**config.mk**
```make
export PLATFORM = sky130hd
export DESIGN_NAME = div_unit
export DESIGN_NICKNAME = d
export VERILOG_FILES = /design/src/rtl/div_unit_pkg.sv /design/src/rtl/div_unit_step.sv /design/src/rtl/div_unit.sv
export SDC_FILE = /design/constraint.sdc
export NUM_CORES = 1
export LEC_CHECK = 0
export BUFFER_PORTS_ARGS = -buffer_cell sky130_fd_sc_hd__buf_2
export CORE_MARGIN = 5
export CORE_UTILIZATION = 40
export DETAILED_ROUTE_END_ITERATION = 10
export PLACE_DENSITY = 0.73
export SLEW_MARGIN = 30
export SYNTH_ARGS = -nofsm -noshare
export SYNTH_HDL_FRONTEND = slang
export SYNTH_SLANG_ARGS = --single-unit
```
**constraint.sdc**
```tcl
create_clock -name clk -period 2.8 [get_ports clk]
set_input_delay 0.56 -clock clk [delete_from_list [all_inputs] [get_ports clk]]
set_output_delay 0.56 -clock clk [all_outputs]
set_load 0.02 [all_outputs]
```
**src/rtl/div_unit_pkg.sv**
```systemverilog
// div_unit_pkg: shared encodings and constants for the iterative divider
package div_unit_pkg;

    localparam int DIV_DW    = 32;
    localparam int DIV_CNT_W = 6;

    typedef enum logic [1:0] {
        DivFree   = 2'b00,
        DivByZero = 2'b01,
        DivOn     = 2'b10,
        DivEnd    = 2'b11
    } div_state_e;

    localparam logic DivStart          = 1'b1;
    localparam logic DivStop           = 1'b0;
    localparam logic DivResultReady    = 1'b1;
    localparam logic DivResultNotReady = 1'b0;

    // Stall polarity shared with the pipeline controller
    localparam logic Stop   = 1'b1;
    localparam logic NoStop = 1'b0;

    localparam logic [DIV_DW-1:0] ZeroWord = '0;

endpackage

```
**src/rtl/div_unit_step.sv**
```systemverilog
// div_unit_step: one combinational restoring-division iteration on {rem, quo}
module div_unit_step #(
    parameter int DW = 32
) (
    input  logic [DW-1:0] rem_i,
    input  logic [DW-1:0] quo_i,
    input  logic [DW-1:0] dvsr_i,
    output logic [DW-1:0] rem_o,
    output logic [DW-1:0] quo_o
);

    logic [DW:0] shifted;
    logic [DW:0] trial;
    logic        ge;

    // Shift next dividend bit into the partial remainder and try the subtraction;
    // partial remainder stays below the divisor, so a non-negative trial fits DW bits
    always_comb begin
        shifted = {rem_i, quo_i[DW-1]};
        trial   = shifted - {1'b0, dvsr_i};
        ge      = ~trial[DW];
        rem_o   = ge ? trial[DW-1:0] : shifted[DW-1:0];
        quo_o   = {quo_i[DW-2:0], ge};
    end

endmodule

```
**src/rtl/div_unit.sv**
```systemverilog
// div_unit: iterative radix-2 restoring divider (signed/unsigned) with pipeline stall request
module div_unit
    import div_unit_pkg::*;
#(
    parameter int DW    = DIV_DW,
    parameter int CNT_W = DIV_CNT_W
) (
    input  logic          clk,
    input  logic          rst,
    input  logic          start_i,
    input  logic          annul_i,
    input  logic          signed_div_i,
    input  logic [DW-1:0] opdata1_i,
    input  logic [DW-1:0] opdata2_i,
    output logic [2*DW-1:0] result_o,
    output logic          ready_o,
    output logic          stallreq_o
);

    div_state_e        state_q, state_d;
    logic [CNT_W-1:0]  cnt_q, cnt_d;
    logic [DW-1:0]     rem_q, rem_d, quo_q, quo_d, dvsr_q, dvsr_d;
    logic [DW-1:0]     rem_nx, quo_nx;
    logic              neg_quo_q, neg_quo_d, neg_rem_q, neg_rem_d;
    logic [2*DW-1:0]   result_q, result_d;

    div_unit_step #(.DW(DW)) u_step (
        .rem_i  (rem_q),
        .quo_i  (quo_q),
        .dvsr_i (dvsr_q),
        .rem_o  (rem_nx),
        .quo_o  (quo_nx)
    );

    // FSM next state, operand latching, iteration and sign fix-up
    always_comb begin
        state_d   = state_q;
        cnt_d     = cnt_q;
        rem_d     = rem_q;
        quo_d     = quo_q;
        dvsr_d    = dvsr_q;
        neg_quo_d = neg_quo_q;
        neg_rem_d = neg_rem_q;
        result_d  = result_q;
        unique case (state_q)
            DivFree: begin
                result_d = {ZeroWord, ZeroWord};
                if (start_i == DivStart && !annul_i) begin
                    state_d   = (opdata2_i == ZeroWord) ? DivByZero : DivOn;
                    cnt_d     = '0;
                    rem_d     = ZeroWord;
                    quo_d     = (signed_div_i && opdata1_i[DW-1]) ? -opdata1_i : opdata1_i;
                    dvsr_d    = (signed_div_i && opdata2_i[DW-1]) ? -opdata2_i : opdata2_i;
                    neg_quo_d = signed_div_i && (opdata1_i[DW-1] ^ opdata2_i[DW-1]);
                    neg_rem_d = signed_div_i && opdata1_i[DW-1];
                end
            end
            DivByZero: begin
                state_d  = DivEnd;
                result_d = {ZeroWord, ZeroWord};
            end
            DivOn: begin
                if (annul_i) begin
                    state_d = DivFree;
                end else if (cnt_q == CNT_W'(DW)) begin
                    state_d  = DivEnd;
                    result_d = {neg_rem_q ? -rem_q : rem_q, neg_quo_q ? -quo_q : quo_q};
                end else begin
                    rem_d = rem_nx;
                    quo_d = quo_nx;
                    cnt_d = cnt_q + CNT_W'(1);
                end
            end
            DivEnd: begin
                if (annul_i || start_i == DivStop) begin
                    state_d  = DivFree;
                    result_d = {ZeroWord, ZeroWord};
                end
            end
        endcase
    end

    // State and datapath registers, cleared asynchronously
    always_ff @(posedge clk or negedge rst) begin
        if (!rst) begin
            state_q   <= DivFree;
            cnt_q     <= '0;
            rem_q     <= '0;
            quo_q     <= '0;
            dvsr_q    <= '0;
            neg_quo_q <= 1'b0;
            neg_rem_q <= 1'b0;
            result_q  <= '0;
        end else begin
            state_q   <= state_d;
            cnt_q     <= cnt_d;
            rem_q     <= rem_d;
            quo_q     <= quo_d;
            dvsr_q    <= dvsr_d;
            neg_quo_q <= neg_quo_d;
            neg_rem_q <= neg_rem_d;
            result_q  <= result_d;
        end
    end

    assign result_o   = result_q;
    assign ready_o    = (state_q == DivEnd) ? DivResultReady : DivResultNotReady;
    assign stallreq_o = (start_i == DivStart && ready_o == DivResultNotReady && !annul_i) ? Stop : NoStop;

endmodule

```
==> flow_summary_export.csv <==
group,metric,value,unit
run_status,status,"finished, violations left",
run_status,violations,"negative setup slack",
clock_network,clk_pin_slew,0.07,ns
global_route,grt_pass1_wl,53.2,mm
synth,synth-main-ff-cell,"dfrtp_1",
timing,finalClockSkew,0.00983,ns
clock_network,cts_hold_buffers,0,
synth,netlist_instances,1347,
critical_path,cp.arrival,3.36,ns
floorplanning,placementRows,61,
critical_path,path_max_fanout,5,
timing,period_share,107,%
job,max_cap_viol_count,0,
floorplanning,pin_count,135,
route,dr_wl_met2,14.8,mm
route,routed_wl,32.6,mm
synth,ys_top_cells_by_count,"nand2_1 (206), dfrtp_1 (170), o21ai_0 (149), a21oi_1 (121), nor2_1 (120)",
power,seqPwrFrac,27.7,%
global_route,grt_max_degree,78,
critical_path,reg2reg_to,"rem_q[31]",
clock_network,cts_sinks,170,
clock_network,clock_latency,0.43,ns
cells_and_area,drive_gt1_share,23.5,%
place,dpl_worst_slack,-0.131,ns
critical_path,cp_num_cells,11,
power,clock_power_share,16.9,%
place,place_inst,1893,
critical_path,crit_family,"compound AO/OA/AOI/OAI gates",
route,ant_nets,0,
power,p_sw,6.02,mW
synth,synth_top_area_cell,"dfrtp_1",
clock_network,htreeDepth,4,
floorplanning,fp.dieW,177,um
clock_network,root_buffer,"clkbuf_16",
synth,ys_seq_area_share,38.2,%
synth,syn_avg_cell_area,8.26,um^2
route,wl_per_cell,16.7,um
critical_path,r2r_cells,11,
floorplanning,die_area,31200,um^2
critical_path,r2r_setup_slack,-0.20,ns
route,wl_met1,15.3,mm
power,combPwrFrac,55.3,%
global_route,grt_pass1_vias,10500,
floorplanning,start_util,40.3,%
route,drc,0,
critical_path,crit_buf_inv,0,
floorplanning,core,27600,um^2
clock_network,cts_tree,"yes",
timing,finalWorstSetupSlack,-0.196,ns
timing,slew_headroom,50.0,%
synth,synth_most_common_cell,"nand2_1",
timing,hold_viol_final,0,
critical_path,path_class,"register to register",
power,ir_worst_vdd,0.582,mV
critical_path,worstPathRequired,3.16,ns
critical_path,cp-start-kind,"register",
route,routed-wl-met3,1.95,mm
min_path,hp-class,"input port to asynchronous set/reset pin",
timing,min_period,3.00,ns
power,p_leak,6.46,nW
route,vias_per_cell,5.44,
place,dp_hpwl,24.1,mm
timing,tightest_slew,0.751,ns
global_route,grt.total_usage,20.7,%
clock_network,clockBufferDepth,2,
route,first_iter_violations,772,
synth,ys_warn_count,0,
critical_path,cpMaxStageDelayCell,"or4b_1",
global_route,antenna_found_initial,3,
synth,syn_area,11100,um^2
synth,yosys.cell_types.count,65,
synth,yosysTopAreaCellShare,38.2,%
timing,tns,-1.52,ns
place,place_congestion,0.920,
synth,syn_nets,1455,
place,io_buffers,134,
timing,fmax,334,MHz
route,first_pass_iters,5,
cells_and_area,nNetsFinal,1673,
power,intPower,7.72,mW
critical_path,path_cells,"ha_1 -> nand3_1 -> a21oi_1 -> o21ai_0 -> a21bo_2 -> nor3_4 -> o31ai_4 -> a31oi_2 -> or4b_1 -> mux2_4 -> nand3_2",
timing,setup_viol,27,
critical_path,cp-end-kind,"register",
cells_and_area,n_fill_cell,2606,
timing,drv_slew,0,
route,top_layer,"met5",
synth,ys_ff_latch,170,
power,swShare,43.8,%
timing,rsz0062_at_grt,"true",
cells_and_area,fin_cells,1957,
global_route,overflow,0,
synth,synth_edf_count,0,
cells_and_area,area_growth,25.7,%
synth,synthArstFlopShare,100,%
floorplanning,dieHeight,177,um
route,vias,10700,
clock_network,cts_buffers,17,
critical_path,critPathMaxStageDelay,0.50,ns
synth,ys_top_cells_by_area,"dfrtp_1 (38%), nand2_1 (7.0%), o21ai_0 (6.7%)",
critical_path,reg2reg_from,"rem_q[5]",
power,power_density,983,nW/um^2
per-layer routing:
layer,GRT usage (%),vias to the layer above
met5,0,-
met4,6.22,2
met3,3.38,45
li1,-,5143
met2,32.1,366
met1,29.8,5094
cell usage in the layout (no fill, tap or decap), drive strengths merged, types with 3 or more instances in the layout:
master,n
ha,38
nor4,17
a31oi,10
o41ai,9
nor2,120
or4,14
a21o,9
nor3,22
and2,4
o221ai,4
or2,5
nand2b,5
o31ai,29
inv,59
o21bai,4
dfrtp,170
clkbuf,18
xnor2,62
nor2b,6
a21oi,122
or3,15
and3,3
clkinv,5
nand2,206
o21ai,168
mux2,3
xor2,85
o211ai,5
nand3,22
o21a,6
nand4,7
buf,268
mux2i,28
layout make-up:
cell class | count | area [um^2] | share of cell area (%)
sequential | 170 | 4260 | 30.4
tap | 378 | 473 | 3.38
antenna | 2 | 5.00 | 0.0358
clock inverter | 13 | 136 | 0.976
timing repair buffer | 268 | 1780 | 12.7
clock buffer | 18 | 439 | 3.14
multi-input combinational | 1054 | 6690 | 47.9
inverter | 54 | 203 | 1.45
through the flow:
step / instance area (um^2) / util [%] / hold slack, ns / total power, mW
2_1_floorplan: 11100 / - / 0.264 / 8.38
3_3_place_gp: 12800 / 46.5 / 0.458 / 10.3
3_5_place_dp: 12800 / 46.5 / 0.463 / 10.5
4_1_cts: 13700 / 49.7 / 0.156 / 13.2
5_1_grt: 14000 / 50.6 / 0.183 / 14.7
6_report: 14000 / 50.6 / 0.130 / 13.7
registers in the layout (all words and copies together), names as in the netlist:
name,flops
quo_q,32
cnt_q,6
neg_rem_q,1
result_o,64
neg_quo_q,1
state_q,2
rem_q,32
dvsr_q,32
how the worst max path moves through the flow:
stage	from	slack, ns	to
global route	rem_q[5]	-0.28	rem_q[31]
CTS	dvsr_q[15]	-0.12	rem_q[6]
detailed placement	quo_q[31]	-0.13	rem_q[0]
floorplan	quo_q[31]	0.01	rem_q[10]
global placement	opdata2_i[8]	-0.08	dvsr_q[29]
finish	rem_q[5]	-0.20	rem_q[31]
power groups by stage:
stage               clock (mW)  combinational [mW]  sequential, mW
floorplan                    0                4.71            3.67
global placement             0                6.57            3.76
detailed placement           0                6.71            3.81
CTS                       2.37                7.09            3.77
global route              2.48                8.34            3.90
finish                    2.33                7.60            3.81
repair_timing:
item | CTS | global route
gates resized for setup | 27 | 42
gates cloned | 2 | 0
pin swaps | 16 | 36
setup endpoints to repair | 36 | 40
setup buffers | 19 | 16
cells by family after synthesis:
| kind of cell | share of synthesized area (%) |
|---|---|
| compound gates | 20.2 |
| fa+ha+maj | 4.45 |
| buf+inv | 4.44 |
| simple gates | 18.1 |
| xor+xnor | 11.7 |
| mux | 2.82 |
| flops | 38.2 |
Note: power is estimated with default switching activity, not from simulation.
